`src/rtl/stream_demux_1ton.sv`:
```
// 1-to-N valid/ready stream demultiplexer with one registered holding stage,
// per-beat or packet-locked channel select, and counting of dropped beats.
module stream_demux_1ton #(
  parameter int WIDTH = 8,
  parameter int N     = 4,
  parameter int SEL_W = 2
) (
  input  logic               clk,
  input  logic               rst_n,
  input  logic               mode,
  input  logic [WIDTH-1:0]   in_data,
  input  logic [SEL_W-1:0]   in_sel,
  input  logic               in_last,
  input  logic               in_valid,
  output logic               in_ready,
  output logic [N*WIDTH-1:0] out_data,
  output logic [N-1:0]       out_last,
  output logic [N-1:0]       out_valid,
  input  logic [N-1:0]       out_ready,
  output logic               err,
  output logic [7:0]         err_cnt
);

  typedef enum logic [1:0] {SOP, LOCK, DROP} state_e;

  localparam logic [SEL_W:0] N_LIM = (SEL_W+1)'(N);

  state_e            state_q, state_d;
  logic              hv_q, hv_d;
  logic [SEL_W-1:0]  hch_q, hch_d;
  logic [WIDTH-1:0]  hdata_q, hdata_d;
  logic              hlast_q, hlast_d;
  logic [SEL_W-1:0]  lock_ch_q, lock_ch_d;
  logic              err_q, err_d;
  logic [7:0]        err_cnt_q, err_cnt_d;

  logic              drain;
  logic              accept;
  logic              beat_ok;
  logic [SEL_W-1:0]  ch;

  always_comb begin
    out_valid = '0;
    out_data  = '0;
    out_last  = '0;
    for (int unsigned k = 0; k < N; k++) begin
      if (hv_q && hch_q == SEL_W'(k)) begin
        out_valid[k]                 = 1'b1;
        out_data[k*WIDTH +: WIDTH]   = hdata_q;
        out_last[k]                  = hlast_q;
      end
    end
  end

  // drain is equivalent to hv && out_ready[hch] but never indexes past N-1
  assign drain    = |(out_valid & out_ready);
  assign in_ready = rst_n && (!hv_q || drain);
  assign accept   = in_valid && in_ready;
  assign ch       = (state_q == LOCK) ? lock_ch_q : in_sel;
  assign beat_ok  = (state_q != DROP) && ({1'b0, ch} < N_LIM);
  assign err      = err_q;
  assign err_cnt  = err_cnt_q;

  always_comb begin
    state_d   = state_q;
    hv_d      = hv_q;
    hch_d     = hch_q;
    hdata_d   = hdata_q;
    hlast_d   = hlast_q;
    lock_ch_d = lock_ch_q;
    err_d     = 1'b0;
    err_cnt_d = err_cnt_q;

    if (drain) hv_d = 1'b0;

    if (accept) begin
      if (beat_ok) begin
        hv_d    = 1'b1;
        hch_d   = ch;
        hdata_d = in_data;
        hlast_d = in_last;
      end else begin
        err_d = 1'b1;
        if (err_cnt_q != '1) err_cnt_d = err_cnt_q + 8'd1;
      end

      // mode only matters at start of packet; mid-packet changes wait for in_last
      unique case (state_q)
        SOP: begin
          if (mode && !in_last) begin
            if (beat_ok) begin
              state_d   = LOCK;
              lock_ch_d = ch;
            end else begin
              state_d = DROP;
            end
          end
        end
        LOCK, DROP: if (in_last) state_d = SOP;
        default: state_d = SOP;
      endcase
    end
  end

  always_ff @(posedge clk or negedge rst_n) begin
    if (!rst_n) begin
      state_q   <= SOP;
      hv_q      <= 1'b0;
      hch_q     <= '0;
      hdata_q   <= '0;
      hlast_q   <= 1'b0;
      lock_ch_q <= '0;
      err_q     <= 1'b0;
      err_cnt_q <= '0;
    end else begin
      state_q   <= state_d;
      hv_q      <= hv_d;
      hch_q     <= hch_d;
      hdata_q   <= hdata_d;
      hlast_q   <= hlast_d;
      lock_ch_q <= lock_ch_d;
      err_q     <= err_d;
      err_cnt_q <= err_cnt_d;
    end
  end

endmodule

```
`config.mk`:
```
export PLATFORM = sky130hd
export DESIGN_NAME = stream_demux_1ton
export DESIGN_NICKNAME = d
export VERILOG_FILES = /design/src/rtl/stream_demux_1ton.sv
export SDC_FILE = /design/constraint.sdc
export NUM_CORES = 1
export LEC_CHECK = 0
export CAP_MARGIN = 20
export CELL_PAD_IN_SITES_DETAIL_PLACEMENT = 1
export CELL_PAD_IN_SITES_GLOBAL_PLACEMENT = 1
export CORE_MARGIN = 2
export CORE_UTILIZATION = 49
export DETAILED_ROUTE_END_ITERATION = 10
export DONT_BUFFER_PORTS = 1
export GPL_ROUTABILITY_DRIVEN = 0
export PLACE_DENSITY = 0.9
export SLEW_MARGIN = 20
export SYNTH_ARGS = -nofsm -noshare
export SYNTH_HDL_FRONTEND = slang
export SYNTH_SLANG_ARGS = --single-unit
export TNS_END_PERCENT = 50
```
`constraint.sdc`:
```
create_clock -name clk -period 4.1 [get_ports clk]
set_input_delay 0.615 -clock clk [delete_from_list [all_inputs] [get_ports clk]]
set_output_delay 0.615 -clock clk [all_outputs]
set_load 0.05 [all_outputs]
```
After elaboration in Yosys (flattened, before gate mapping)
Index checks and enable logic that the tools add are counted.

storage, ports and cells
  register bits after elaboration = 25
  bits in latches = 0
  memory bits (writable) = 0
  bits in read-only memories = 0
  bits of input ports = 19
  memories = 0

cells by class
  add/sub/neg operators = 1
  $mul = 0
  div/mod/pow operators = 0
  $lt $le $gt $ge = 0
  equality and inequality tests = 9
  shift operators = 0
  muxes and demuxes = 22
  bitwise operators = 2
  reductions and logical operators = 18

operators by type and width
  kind                                            count
  two-way mux 8 bit                               4
  two-way mux 1 bit                               13
  adder 8 x 1 -> 8 bit (second input constant)    1
  two-way mux 2 bit                               4
  inequality test 8 bit (second input constant)   1
  logical AND 1 bit                               7
  == test 2 bit (second input constant)           3
  inequality test 2 bit (second input constant)   3
  AND reduction 3 bit                             2
  AND 4 bit                                       1
  == test 2 x 1 -> 1 bit (second input constant)  2
  zero test 2 bit                                 2
  one-hot mux 2 bit (2 select lines)              1
  AND reduction 4 bit                             1
  OR reduction 4 bit                              1
  zero test 1 bit                                 2
  AND reduction 2 bit                             1
  OR reduction 2 bit                              1
  logical OR 1 bit                                1
  NOT 1 bit                                       1

Depth between registers and ports, before layout
  word-level depth = 9
  depth in mapped cells = 7
  gate-level depth less buffers = 6

Worst setup path before layout
No wires, ideal clock.

  path type = reg2out
  start = reg hch_q[0]
  end = out out_data[0]
  arrival time = 1.902 ns
  data required time = 3.485 ns
  slack = 1.583 ns
  cell stages (with the launch flop) = 5
  path through = dfrtp_1 -> nor2b_1 -> and2b_1 -> clkbuf_1 -> and2_1

between the ends
  word-level cells in the longest chain between the ends = 3

ends and longest elaborated chain
  element                 RTL line  text
  start, declared         30        logic [SEL_W-1:0] hch_q, hch_d;
  start signal, assigned  118       hch_q <= hch_d;
  zero test 2 bit         47        if (hv_q && hch_q == SEL_W'(k)) begin
  logical AND 1 bit       47
  two-way mux 8 bit       47
  end, declared           16        output logic [N*WIDTH-1:0] out_data,

No other way between the ends.

Worst setup path in the final report
  start = reg hch_q[0]
  end = out out_data[2]

Same word-level chain as after synthesis.

==> summary.md <==
| Metric | Value |
|---|---|
| Outcome | finished clean |
| Compound-gate portion of the synthesized area | around 4.6% |
| Die area | 0.00348 sq mm |
| # DRC | 0 |
| Clock Tree Buf Depth | 2 |
| Minimum clock period | about 3200 ps |
| Max Freq | approximately 320 MHz |
| Area occupied by multi-input gates | 810 sq um |
| DIE HEIGHT | about 59 um |
| Setup Viol. Count Final | 0 |
| Syn Inst Count | approximately 140 |
| R2r worst-path depth | 4 |
| Main area contributors after synthesis | dfrtp_1, and2_1, mux2_2 |
| Layout cells sized above 1 | between 10 and 15% |
| Critical Path Start Type | flip-flop |
| Worst hold margin | around 100 ps |
| Clock Latency Late Sink | 300 ps |
| Die W | just under 60 um |
| Most frequent cell after synthesis | and2_1 |
| Yosys reg bits | 25 |
| Top cell type by total area after synthesis | dfrtp_1 |
| CP arrival | 2540 ps |
| Leak | between 0.7 and 0.8 nW |
| Post-synth net total | roughly 170 |
| Slew @ Worst Pin | ~890 ps |
| Synth unique cells | 30 |
| Worst VDD drop | roughly 0.37 mV |
| Post-layout util | a little over half |
| CTS root buffer | clkbuf_4 |
| Initial drt markers | 54 |
| Post-Synthesis Cell Area | about 0.0015 sq mm |
| Rel. slew slack | roughly two fifths |
| XOR/XNOR share of the synthesized area | 3.54% |
| Sum Neg Setup Slack | 0 ps |
| Antenna violations before repair | 0 |
| CTS resizes | 0 |
| Antenna diode count | 0 |
| Cts bufs inserted | 3 |
| Initial Util | between 50% and 60% |
| Vias per cell | ~6.1 |
| Post-Synth Simple-Gate Area | approximately 29% |
| IO Port Bufs | 0 |
| CP Max Fanout | 13 |
| EDFF count, synth | 0 |
| Global-route wire length before repair | 5140 um |
| Routed len/inst | around 18 um |
| IO Count | ~70 |
| Layout area overhead | 3.46% |
| Final slew viol count | 0 |
| Main combinational cell family by area after synthesis | simple AND/OR/NAND/NOR gates |
| Core area | about 0.0028 sq mm |
| Fin Clk Skew | between 1 and 1.5 ps |
| Reg2reg setup slack | between 1500 and 2000 ps |
| RSZ-0062 raised after global routing | false |
| Critical path class | flip-flop to primary output |
| Sequential element share of the synthesized area | a little over two fifths |
| Syn avg cell area | a little over 10 sq um |
| Total length of routed wires | around 3200 um |
| Period utilization | roughly three quarters |
| Yosys top cell area share | 42.2% |
| Commonest cells post-synth | and2_1, dfrtp_1, and3_1, mux2_2 |
| Synth Warn # | 0 |
| Setup crit end kind | primary output |
| CTS sink cnt | 25 |
| Register area | between 600 and 700 sq um |
| Crit Reg-Reg Startpoint | hch_q[0]$_DFFE_PN0P_ |
| Via count | 1042 |
| Routed Antenna Nets | 0 |
| Main flop type after synthesis | dfrtp_1 |
| Post-DP HPWL | between 2000 and 2500 um |
| Final Net Count | between 150 and 200 |
| Global route overflow | 0 |
| H-tree depth | 1 |
| Number of global-route vias before repair | ~1100 |
| Row cnt | 19 |
| Drt first pass iters | 4 |
| TritonCTS clock tree | done |
| Fill count | approximately 320 |
| Mux share of post-synthesis cell area | 14.2% |
| Post-Synth Adder-Cell Area | 3.37% |
| MaxCap Viol Count | 0 |
| Ys async rst share | 100% |
| P per Cell Area | around 800 mW/mm^2 |
| Reg-to-Reg End | state_q[0]$_DFFE_PN0P_ |
| Worst Path Required | 3480 ps |
| HP Class | input pin to async pin |
| Tot GR Track Use | around a fifth |
| Clock transition at the registers of the reported paths | between 100 and 150 ps |
| Final Hold Fails | 0 |
| Largest net degree at the start of global routing | 26 |
==> sequential cells by signal (all words and copies together), names as in the netlist <==
register / cells
err: 1
err_cnt: 8
hch_q: 2
hdata_q: 8
hlast_q: 1
hv_q: 1
lock_ch_q: 2
state_q: 2
==> worst max-delay path by stage <==
stage	startpoint	end	cells after the start
after detailed placement	hch_q[0]$_DFFE_PN0P_	out_data[2]	3
after global routing	hch_q[0]$_DFFE_PN0P_	out_data[5]	3
after CTS	hch_q[0]$_DFFE_PN0P_	out_data[2]	3
after global placement	hch_q[0]$_DFFE_PN0P_	out_data[2]	3
after floorplan	hch_q[0]$_DFFE_PN0P_	out_data[0]	4
final	hch_q[0]$_DFFE_PN0P_	out_data[2]	3
==> logic make-up after synthesis <==
kind of cell,count (synthesis)
buf+inv,11
xor+xnor,6
simple gates,71
flops,25
mux,19
compound gates,7
fa+ha+maj,4
==> layout by cell type (no fill, tap or decap), drive strengths merged <==
master / instances
mux2i: 5
and3: 12
mux2: 14
nand2: 5
nand4: 1
or2: 1
nor2: 6
nor3b: 1
and2b: 2
a221oi: 1
a2111o: 1
a22o: 1
nor2b: 2
o21ai: 1
clkbuf: 4
nor3: 4
nand2b: 2
nor4: 1
ha: 4
xor2: 6
a21oi: 2
buf: 1
nand3: 4
nand3b: 1
o211ai: 1
dfrtp: 25
inv: 4
and2: 29
==> report_power, final <==
part	switching (mW)	total, mW	internal [mW]
logic	0.436	0.603	0.167
clock network	0.0677	0.106	0.0379
registers	0.160	0.497	0.337
total	0.664	1.21	0.542
==> critical path, stage by stage, from the launching register on <==
cell	delay [ps]
dfrtp_1	430
nor2b_1	600
and2b_1	660
and2_1	540
==> repair_timing <==
action	in CTS	in global routing
endpoints found under the hold margin	25	0
hold buffers	1	0
setup endpoints to repair	0	0
setup buffers	0	0
==> area by class of cell <==
cell class	count	share of cell area, %
Clock buffer	4	1.71
Inverter	4	0.978
Multi-Input combinational cell	107	52.7
Sequential cell	25	40.7
Tap cell	31	2.53
Timing Repair Buffer	1	1.30
==> per-layer routing <==
layer | vias to the layer above | wire [um] | global-route usage (%)
met1 | 507 | 1300 | 23.4
met2 | 51 | 1620 | 35.6
met5 | - | 0 | 0
met4 | 0 | 23 | 4.87
li1 | 480 | - | -
met3 | 4 | 220 | 3.28
==> through the flow <==
step           cell area, sq um  setup slack (ps)  instances  power (mW)
3_3_place_gp               1490              1390        167        1.07
2_1_floorplan              1480              1580        143        1.03
5_1_grt                    1540               774        172        1.29
4_1_cts                    1540               929        172        1.22
3_5_place_dp               1490              1290        167        1.11
6_report                   1540               948        172        1.21
Note: power is estimated with default switching activity, not from simulation.
